--- config.mk ---
export PLATFORM = sky130hd
export DESIGN_NAME = cardinal_node_nic
export DESIGN_NICKNAME = d
export VERILOG_FILES = /design/src/rtl/cardinal_node_nic.sv
export SDC_FILE = /design/constraint.sdc
export NUM_CORES = 1
export LEC_CHECK = 0
export BUFFER_PORTS_ARGS = -buffer_cell sky130_fd_sc_hd__buf_2
export CAP_MARGIN = 20
export CORE_AREA = 2 2 110 133
export CTS_CLUSTER_SIZE = 10
export DETAILED_ROUTE_END_ITERATION = 10
export DIE_AREA = 0 0 112 135
export PLACE_DENSITY = 0.75
export SYNTH_ARGS = -nofsm -noshare
export SYNTH_HDL_FRONTEND = slang
export SYNTH_SLANG_ARGS = --single-unit
--- constraint.sdc ---
create_clock -name clk -period 1 [get_ports clk]
set_input_delay 0.05 -clock clk [delete_from_list [all_inputs] [get_ports clk]]
set_output_delay 0.05 -clock clk [all_outputs]
set_load 0.05 [all_outputs]
--- src/rtl/cardinal_node_nic.sv ---
// Cardinal CPU-to-ring NIC: two single-entry 64-bit packet buffers behind four CPU registers.
// CPU reads are combinational; the egress send is held until the VC bit matches ring polarity and the router is ready.
module cardinal_node_nic #(
  parameter int DATA_WIDTH = 64
) (
  input  logic                  clk,
  input  logic                  reset,
  input  logic [1:0]            addr,
  input  logic [0:DATA_WIDTH-1] d_in,
  output logic [0:DATA_WIDTH-1] d_out,
  input  logic                  nicEn,
  input  logic                  nicWrEn,
  input  logic                  net_si,
  output logic                  net_ri,
  input  logic [0:DATA_WIDTH-1] net_di,
  output logic                  net_so,
  input  logic                  net_ro,
  output logic [0:DATA_WIDTH-1] net_do,
  input  logic                  net_polarity
);

  localparam logic [1:0] ADDR_IN_BUF  = 2'b00;
  localparam logic [1:0] ADDR_IN_STS  = 2'b01;
  localparam logic [1:0] ADDR_OUT_STS = 2'b11;
  localparam logic [1:0] ADDR_OUT_BUF = 2'b10;

  logic [0:DATA_WIDTH-1] in_buf;
  logic [0:DATA_WIDTH-1] out_buf;
  logic                  in_full;
  logic                  out_full;

  logic cpu_rd;
  logic cpu_wr;
  logic drain_in;
  logic load_out;
  logic ingress;
  logic egress;

  assign cpu_rd   = nicEn & ~nicWrEn;
  assign cpu_wr   = nicEn & nicWrEn;
  assign drain_in = cpu_rd & (addr == ADDR_IN_BUF) & in_full;
  // Full check uses the pre-edge flag, so a write racing a send is dropped.
  assign load_out = cpu_wr & (addr == ADDR_OUT_BUF) & ~out_full;

  assign ingress = ~reset & net_si & ~in_full;
  assign egress  = ~reset & out_full & net_ro & (out_buf[0] == net_polarity);

  // Outputs are forced to their idle values while reset is held, even before state settles.
  assign net_ri = reset | ~in_full;
  assign net_so = egress;
  assign net_do = (~reset & out_full) ? out_buf : '0;

  always_comb begin
    d_out = '0;
    if (!reset && cpu_rd) begin
      case (addr)
        ADDR_IN_BUF:  d_out = in_buf;
        ADDR_IN_STS:  d_out[DATA_WIDTH-1] = in_full;
        ADDR_OUT_STS: d_out[DATA_WIDTH-1] = out_full;
        default:      d_out = '0;
      endcase
    end
  end

  always_ff @(posedge clk) begin
    if (reset) begin
      in_buf   <= '0;
      in_full  <= 1'b0;
      out_buf  <= '0;
      out_full <= 1'b0;
    end else begin
      if (ingress) begin
        in_buf  <= net_di;
        in_full <= 1'b1;
      end else if (drain_in) begin
        in_full <= 1'b0;
      end

      if (egress) begin
        out_full <= 1'b0;
      end else if (load_out) begin
        out_buf  <= d_in;
        out_full <= 1'b1;
      end
    end
  end

endmodule

==> qor.csv, run 1 <==
stage;metric;value;unit
status;status;finished with violations;
status;violations;setup timing;
finish;layout.cells.non_filler;1377;
sta;hold_slack;0.0950;ns
clocking;numCtsBuffers;17;
die;die-area;15100;um2
clocking;cts_root_buf;clkbuf_16;
detailed_routing;vias_per_cell;5.67;
die;fp.dieW;112;um
detailed_routing;via_count;7808;
power_and_ir_drop;peakVddDrop;1.38;mV
place;placed_area;8100;um2
die;ios;267;
clocking;cts_tree;done;
power_and_ir_drop;intPower;0.0102;W
power_and_ir_drop;leakage;5.48;nW
finish;drive_above_1_share;57.0;%
grt;grt_util_met2;69.0;%
grt;met3_usage;10.5;%
critical_path;regToRegSetupSlack;-0.66;ns
synth;syn-instance-count;714;
sta;setup_viol;260;
sta;setup-tns-final;-106.95;ns
min_path;hp-class;primary input to flip-flop;
sta;timing.final.crit_share;166;%
clocking;clockBufferDepth;2;
place;io_buffers;266;
grt;gr-usage-met1;38.7;%
critical_path;critPathMaxFanout;6;
critical_path;worstPathArrival;1.98;ns
die;start_util;41.3;%
finish;final_cell_mix;nand2_1, buf_2, dlygate4sd3_1;
finish;nets;1323;
power_and_ir_drop;total_power;0.0144;W
detailed_routing;route.detailed.drc;0;
grt;grt_pass1_vias;8255;
power_and_ir_drop;power_frac_clock;39.8;%
sta;worst_slack;-0.655;ns
synth;syn_nets;851;
synth;synthesis.area;5680;um2
sta;rsz0062_at_grt;yes;
finish;syn_to_final_growth;124;%
power_and_ir_drop;pwr-share-seq;39.1;%
die;die_y;135;um
sta;tightest_slew;0.461;ns
sta;relSlewSlack;69.2;%
grt;overflow;0;
critical_path;worstSetupEndpointType;flip-flop;
clocking;path_clk_slew;0.06;ns
synth;ys_types;26;
die;row_count;47;
critical_path;worstPathRequired;1.33;ns
synth;ys_seq_area_share;45.8;%
sta;fmax;604;MHz
finish;design_area;12700;um2
sta;clock-skew-final;0.0127;ns
grt;grt_pass1_wl;45300;um
detailed_routing;ant_nets;0;
critical_path;crit_type;flip-flop to flip-flop;
place;dp_cells;1150;
grt;grt_max_degree;42;
grt;busiest_layer;met2;
sta;hold_viol_final;0;
detailed_routing;firstDrtPassIters;7;
run;maxCapViolCount;0;
place;dp_hpwl;11400;um
grt;antenna_found_initial;7;
finish;final_common_cell;nand2_1;
sta;slew_violations;0;
synth;avgSynthCellArea;7.96;um2
clocking;htreeDepth;4;
clocking;clock_sinks;130;
detailed_routing;wire_per_inst;25.0;um
power_and_ir_drop;p_per_area;1130;nW/um2
clocking;clock_latency;0.42;ns
critical_path;startpoint_type;flip-flop;
power_and_ir_drop;power.switching;0.00420;W
die;core;13800;um2
power_and_ir_drop;combPwrFrac;21.1;%
detailed_routing;wl;34400;um
power_and_ir_drop;switching_share;29.3;%
grt;grtUsageTotal;38.8;%
place;gp_congestion;0.780;
detailed_routing;drt_iter0_markers;713;
synth;yosysWarnings;0;
sta;fin_crit;1.66;ns
synth;synth_seq_cells;130;
repair_timing:
action                                  4_1_cts  5_1_grt
gates cloned                                 29        8
pin swaps                                    24       31
setup buffers                                32        9
hold buffers                                129        0
resized for setup                           365      208
endpoints found under the setup margin      256      260
endpoints found under the hold margin       129        0
routing by layer:
metal / routed length (um) / share of wire (%)
met4: 3150 / 9.1
met3: 3450 / 10
met5: 7 / 0.020
met2: 16400 / 48
met1: 11400 / 33
Yosys cell counts:
| master | n | area share, % |
|---|---|---|
| nor2_2 | 6 | 0.66 |
| dfxtp_1 | 130 | 46 |
| nand2b_1 | 1 | 0.11 |
| nand3_1 | 1 | 0.088 |
| nor3_1 | 1 | 0.088 |
| buf_12 | 5 | 1.8 |
| and2_1 | 64 | 7.0 |
| mux2i_1 | 65 | 11 |
| buf_6 | 7 | 1.4 |
| xnor2_1 | 1 | 0.15 |
| and3_1 | 1 | 0.11 |
| clkbuf_1 | 18 | 1.2 |
| nor2_1 | 58 | 3.8 |
| nand4b_1 | 1 | 0.15 |
| inv_2 | 1 | 0.066 |
| or3_1 | 1 | 0.11 |
| a31o_2 | 1 | 0.15 |
| buf_2 | 23 | 2.0 |
| a22o_1 | 1 | 0.15 |
| nor3b_2 | 1 | 0.22 |
| o21a_1 | 1 | 0.13 |
| nand2_1 | 258 | 17 |
| buf_4 | 2 | 0.26 |
| o21ai_0 | 64 | 5.6 |
| nor2b_1 | 1 | 0.11 |
| buf_8 | 1 | 0.26 |
logic make-up after synthesis:
group / synth area share [%]
simple gates: 29.6
compound gates: 6.08
xor+xnor: 0.154
flops: 45.8
buf+inv: 6.96
mux: 11.4
critical path, stage by stage (launching register included):
cell,delay (ns)
dfxtp_2,0.34
buf_6,0.12
nor3b_4,0.43
buf_6,0.20
buf_12,0.14
buf_12,0.15
nand2_2,0.05
o21ai_1,0.12
flip-flops by register name (all words and copies together), names as in the netlist:
register	cells
in_full	1
in_buf	64
out_full	1
out_buf	64
metrics by stage:
| step | setup WS [ns] | utilization, % |
|---|---|---|
| 4_1_cts | -0.596 | 88.2 |
| 2_1_floorplan | -0.169 | - |
| 5_1_grt | -0.674 | 92.5 |
| 3_3_place_gp | -0.341 | 58.9 |
| 6_report | -0.655 | 92.5 |
| 3_5_place_dp | -0.357 | 58.9 |
power groups by stage:
stage	logic, W	registers [W]	clock network, W
2_1_floorplan	0.000870	0.00562	0
3_3_place_gp	0.00135	0.00564	0
3_5_place_dp	0.00137	0.00565	0
4_1_cts	0.00246	0.00554	0.00557
5_1_grt	0.00311	0.00562	0.00593
6_report	0.00303	0.00562	0.00572
path summary, 6_finish.rpt:
path,startpoint,endpoint,cells after the start
setup / recovery,in_full,in_buf[32],7
hold / removal,net_polarity,out_full,4
setup reg to reg,in_full,in_buf[32],7
hold reg to reg,out_buf[2],out_buf[2],2
layout make-up:
cell class,instances,area [um2]
Antenna cell,7,17.5
Clock buffer,22,454
Clock inverter,10,62.6
Fill cell,391,1030
Inverter,1,8.76
Multi-Input combinational cell,528,4030
Sequential cell,130,2610
Tap cell,171,214
Timing Repair Buffer,508,5330
No activity file was read; power rests on OpenSTA's default activity.
==> run 2, diff against run 1 <==
==> constraint.sdc (replaced) <==
create_clock -name clk -period 1.5 [get_ports clk]
set_input_delay 0.075 -clock clk [delete_from_list [all_inputs] [get_ports clk]]
set_output_delay 0.075 -clock clk [all_outputs]
set_load 0.05 [all_outputs]
==> run 2 against run 1 <==
  * The run still ends with setup timing left
  * Largest cell class unchanged
  * Register-to-register slack better by 0.84 ns
  * Sequential cell count unchanged
  * Via count down 20%
  * Die area unchanged
  * Wire length down 43%
  * Sequential share of layout area up 6.3 points
  * Cell count down 7.1%
  * Critical endpoint is now net_do[42]
  * Worst setup slack better by 0.55 ns
  * Utilization down 22 points
==> qor.csv, run 2 (synthesized netlist as in run 1, its figures left out) <==
stage;metric;value;unit
status;status;finished with violations;
status;violations;setup timing;
die;die_y;135;um
critical_path;worstSetupEndpointType;primary output;
detailed_routing;wl;19600;um
finish;nFillCells;967;
sta;slew_violations;0;
clocking;cts_root_buf;clkbuf_16;
finish;final_common_cell;nand2_1;
place;dp_hpwl;10300;um
die;die-area;15100;um2
power_and_ir_drop;leakage;4.26;nW
finish;seqCellArea;2610;um2
clocking;htreeDepth;4;
detailed_routing;wire_per_inst;15.3;um
grt;grt_pass1_vias;6263;
finish;nets;1230;
sta;clock-skew-final;0.00738;ns
detailed_routing;drt_iter0_markers;351;
min_path;hp-class;primary input to flip-flop;
power_and_ir_drop;total_power;0.00928;W
die;row_count;47;
sta;worst_slack;-0.104;ns
sta;tightest_slew;0.357;ns
detailed_routing;ant_nets;0;
critical_path;crit_slowest_cell;dfxtp_2;
sta;timing.final.crit_share;107;%
place;io_buffers;266;
finish;drive_above_1_share;33.9;%
critical_path;worstPathArrival;1.53;ns
die;start_util;41.3;%
grt;antenna_found_initial;2;
sta;rsz0062_at_grt;yes;
clocking;clock_sinks;130;
detailed_routing;route.detailed.drc;0;
place;pre_cts_slack;0.00375;ns
place;gp_congestion;0.836;
clocking;clock_latency;0.41;ns
clocking;clockBufferDepth;2;
finish;syn_to_final_growth;71.1;%
finish;reg_top3;in_buf x64, out_buf x64;
critical_path;critPathMaxFanout;18;
run;maxCapViolCount;0;
clocking;path_clk_slew;0.06;ns
power_and_ir_drop;peakVddDrop;0.852;mV
critical_path;worstPathRequired;1.42;ns
min_path;hold_start;net_ro;
die;ios;267;
grt;grt_pass1_wl;29700;um
critical_path;crit_chain;nor2b_4, buf_8, and2_1, buf_6;
critical_path;crit_type;flip-flop to primary output;
die;core;13800;um2
finish;multi_input_comb_area;2830;um2
power_and_ir_drop;p_per_area;954;nW/um2
grt;grt_max_degree;103;
die;fp.dieW;112;um
detailed_routing;via_count;6280;
grt;overflow;0;
detailed_routing;vias_per_cell;4.91;
critical_path;startpoint_type;flip-flop;
critical_path;cpPeakStageDelay;0.32;ns
clocking;numCtsBuffers;17;
grt;grtUsageTotal;24.4;%
finish;final_cell_mix;nand2_1, buf_2, dlygate4sd3_1, dfxtp_1;
critical_path;crit_buf_inv;2;
sta;fin_crit;1.60;ns
sta;relSlewSlack;76.2;%
critical_path;r2r_start;in_full;
sta;setup_viol;65;
clocking;cts_tree;done;
critical_path;crit_start;out_full;
sta;fmax;623;MHz
sta;hold_viol_final;0;
detailed_routing;firstDrtPassIters;5;
critical_path;crit_family;simple AND/OR/NAND/NOR gates;
## run 2: changes by cell type in the layout (fill, tap and decap cells not counted), sizes merged
cell         previous run  this run
buf                   373       286
bufinv                  0         4
clkbuf                 28        27
clkinv                  8         2
clkinvlp                2         1
diode                   7         2
dlygate4sd3           129       128
or3                     2         1
## run 2: power by group
group / total (W) / leakage [nW] / switching (W) / internal, W
sequential: 0.00370 / 1.06 / 0.0000620 / 0.00363
combinational: 0.00105 / 2.88 / 0.000514 / 0.000537
clock: 0.00453 / 0.314 / 0.00152 / 0.00301
total: 0.00928 / 4.26 / 0.00209 / 0.00718
## run 2: worst paths after layout
check	end	slack [ns]	cells past startpoint
setup / recovery	net_do[42]	-0.10	4
hold / removal	out_full	0.06	3
setup reg to reg	in_buf[35]	0.18	4
hold reg to reg	out_buf[4]	0.45	2
## run 2: worst register-to-register path, cell delays in order (launching register included)
cell and delay, ns:
dfxtp_4 0.36, nor3b_4 0.25, buf_12 0.34, nand2_1 0.19, o21ai_0 0.11
## run 2: metrics by stage
| stage | util (%) | hold WS [ns] | cells | area (um2) | TNS [ns] |
|---|---|---|---|---|---|
| global placement | 51.9 | 0.267 | 1114 | 7140 | 0 |
| detailed placement | 51.9 | 0.274 | 1114 | 7140 | 0 |
| finish | 70.7 | 0.0649 | 1279 | 9720 | -4.23 |
| global route | 70.7 | 0.0538 | 1279 | 9720 | -8.74 |
| floorplan | - | 0.184 | 714 | 5730 | -2.34 |
| CTS | 69.2 | 0.0226 | 1278 | 9520 | -6.05 |
## run 2: repair_timing
action	CTS	global route
setup endpoints to repair	67	126
endpoints found under the hold margin	128	0
gates resized for setup	135	66
buffers inserted	3	0
pin swaps	2	4
hold buffers	128	0
cloned	1	1
## run 2: metal layers
metal	routed length, um	global-route usage [%]	up-vias
met4	858	14.4	0
met2	10200	43.4	327
met5	0	0	-
met1	7190	25.9	2870
met3	1400	6.55	66
li1	-	-	3017
## run 2: area by class of cell
cell class                      instances  area share (%)
Timing Repair Buffer                  416            35.0
Multi-Input combinational cell        527            29.1
Sequential cell                       130            26.8
Clock buffer                           25            5.20
Tap cell                              171            2.20
Clock inverter                          7            1.49
Inverter                                1          0.0901
Antenna cell                            2          0.0515
==> run 3, diff against run 2 <==
--- a/config.mk
+++ b/config.mk
@@ -8,6 +8,7 @@
 export BUFFER_PORTS_ARGS = -buffer_cell sky130_fd_sc_hd__buf_2
 export CAP_MARGIN = 20
 export CORE_AREA = 2 2 110 133
+export CTS_BUF_LIST = sky130_fd_sc_hd__clkbuf_4 sky130_fd_sc_hd__clkbuf_8 sky130_fd_sc_hd__clkbuf_16
 export CTS_CLUSTER_SIZE = 10
 export DETAILED_ROUTE_END_ITERATION = 10
 export DIE_AREA = 0 0 112 135
==> run 3 against run 2 <==
  * The flow still finishes with violations (setup timing)
  * Worst setup slack gained 0.0073 ns
  * Power grew 0.58%
  * Cell count is the same
  * Via count shrank 0.41%
  * Critical endpoint unchanged
==> qor.csv, run 3 (synthesized netlist as in run 1, its figures left out) <==
stage;metric;value;unit
critical_path;worstPathArrival;1.52;ns
power_and_ir_drop;peakVddDrop;0.857;mV
sta;relSlewSlack;76.5;%
die;die_y;135;um
clocking;cts_tree;done;
sta;fmax;626;MHz
sta;slew_violations;0;
finish;layout.cells.non_filler;1279;
finish;final_cell_mix;nand2_1, buf_2, dlygate4sd3_1, dfxtp_1;
sta;fin_crit;1.60;ns
finish;nets;1230;
detailed_routing;firstDrtPassIters;5;
critical_path;worstPathRequired;1.42;ns
critical_path;worst_r2r_path_depth;4;
finish;reg_top3;in_buf x64, out_buf x64;
die;die-area;15100;um2
detailed_routing;m1WireLength;7320;um
detailed_routing;via_count;6254;
detailed_routing;route.met3.wl;1370;um
status;violations;setup timing;
clocking;clock_latency;0.41;ns
detailed_routing;vias_per_cell;4.89;
finish;final_common_cell;nand2_1;
sta;worst_slack;-0.0969;ns
place;dp_hpwl;10300;um
power_and_ir_drop;leakage;4.26;nW
detailed_routing;wire_per_inst;15.4;um
grt;grtUsageTotal;24.5;%
sta;clock-skew-final;0.00767;ns
run;maxCapViolCount;0;
place;pre_cts_slack;0.00375;ns
detailed_routing;ant_nets;0;
detailed_routing;drt_iter0_markers;397;
die;fp.dieW;112;um
critical_path;critPathMaxFanout;18;
detailed_routing;highest_layer;met5;
clocking;numCtsBuffers;17;
sta;tightest_slew;0.353;ns
status;status;finished with violations;
detailed_routing;route.detailed.drc;0;
die;ios;267;
critical_path;regToRegSetupSlack;0.18;ns
critical_path;endpoint;net_do[42];
grt;grt_max_degree;103;
critical_path;crit_type;flip-flop to primary output;
power_and_ir_drop;total_power;0.00933;W
die;start_util;41.3;%
critical_path;startpoint_type;flip-flop;
finish;nFillCells;973;
finish;design_area;9720;um2
critical_path;r2r_start;in_full;
place;io_buffers;266;
sta;rsz0062_at_grt;yes;
critical_path;crit_start;out_full;
grt;grt_pass1_wl;29800;um
sta;hold_viol_final;0;
power_and_ir_drop;p_per_area;960;nW/um2
place;dp_cells;1114;
grt;antenna_found_initial;3;
clocking;htreeDepth;4;
finish;syn_to_final_growth;71.0;%
finish;drive_above_1_share;34.1;%
detailed_routing;route.met2.wl;10200;um
critical_path;reg2reg_to;in_buf[5];
clocking;clockBufferDepth;2;
clocking;path_clk_slew;0.06;ns
grt;grt_pass1_vias;6270;
grt;overflow;0;
sta;timing.final.crit_share;106;%
detailed_routing;wl;19800;um
place;gp_congestion;0.836;
min_path;hp-class;primary input to flip-flop;
critical_path;worstSetupEndpointType;primary output;
clocking;cts_root_buf;clkbuf_16;
place;placed_area;7140;um2
sta;setup_viol;65;
finish;utilization;70.6;%
die;core;13800;um2
clocking;clock_sinks;130;
die;row_count;47;
==> run 3: cell counts in the layout (fill, tap and decap cells not counted) <==
Identical to the previous run, type by type.
==> run 3: worst min-delay path by stage <==
stage / startpoint / end / depth (start not counted)
after floorplan: net_di[0] / in_buf[0] / 2
after global placement: net_di[44] / in_buf[44] / 3
after detailed placement: net_di[54] / in_buf[54] / 3
after CTS: net_ro / out_full / 3
after global routing: net_ro / out_full / 3
final: net_ro / out_full / 3
==> run 3: area by class of cell <==
class | instances | area [um2] | area share [%]
timing repair buffer | 416 | 3400 | 35.0
multi-input combinational | 527 | 2830 | 29.1
sequential | 130 | 2610 | 26.8
clock buffer | 25 | 517 | 5.32
tap | 171 | 214 | 2.20
clock inverter | 7 | 145 | 1.49
inverter | 1 | 8.76 | 0.0901
antenna | 2 | 5.00 | 0.0515
==> run 3: report_power, final <==
part	internal (W)	switching (W)
combinational	0.000537	0.000514
clock	0.00307	0.00152
sequential	0.00363	0.0000621
total	0.00724	0.00209
==> run 3: through the flow <==
step	TNS, ns	hold slack, ns
after CTS	-6.04	0.0228
after global placement	0	0.267
after global routing	-8.62	0.0555
after floorplan	-2.34	0.184
after detailed placement	0	0.274
final	-3.95	0.0694
==> run 3: layer usage <==
layer	track usage, %	vias to the layer above
li1	-	3015
met1	25.8	2858
met2	43.9	315
met3	6.51	64
met4	14.0	2
met5	0	-
==> run 3: timing repair <==
action,4_1_cts,5_1_grt
pin swaps,2,4
endpoints found under the setup margin,67,126
hold endpoints to repair,128,0
gates cloned,1,1
hold buffers,128,0
buffers inserted,3,0
resized for setup,135,61
==> run 3: worst max-delay path, stage by stage, from the launching register on <==
cell	delay (ns)
dfxtp_2	0.32
nor2b_4	0.24
buf_8	0.20
and2_1	0.17
buf_6	0.17
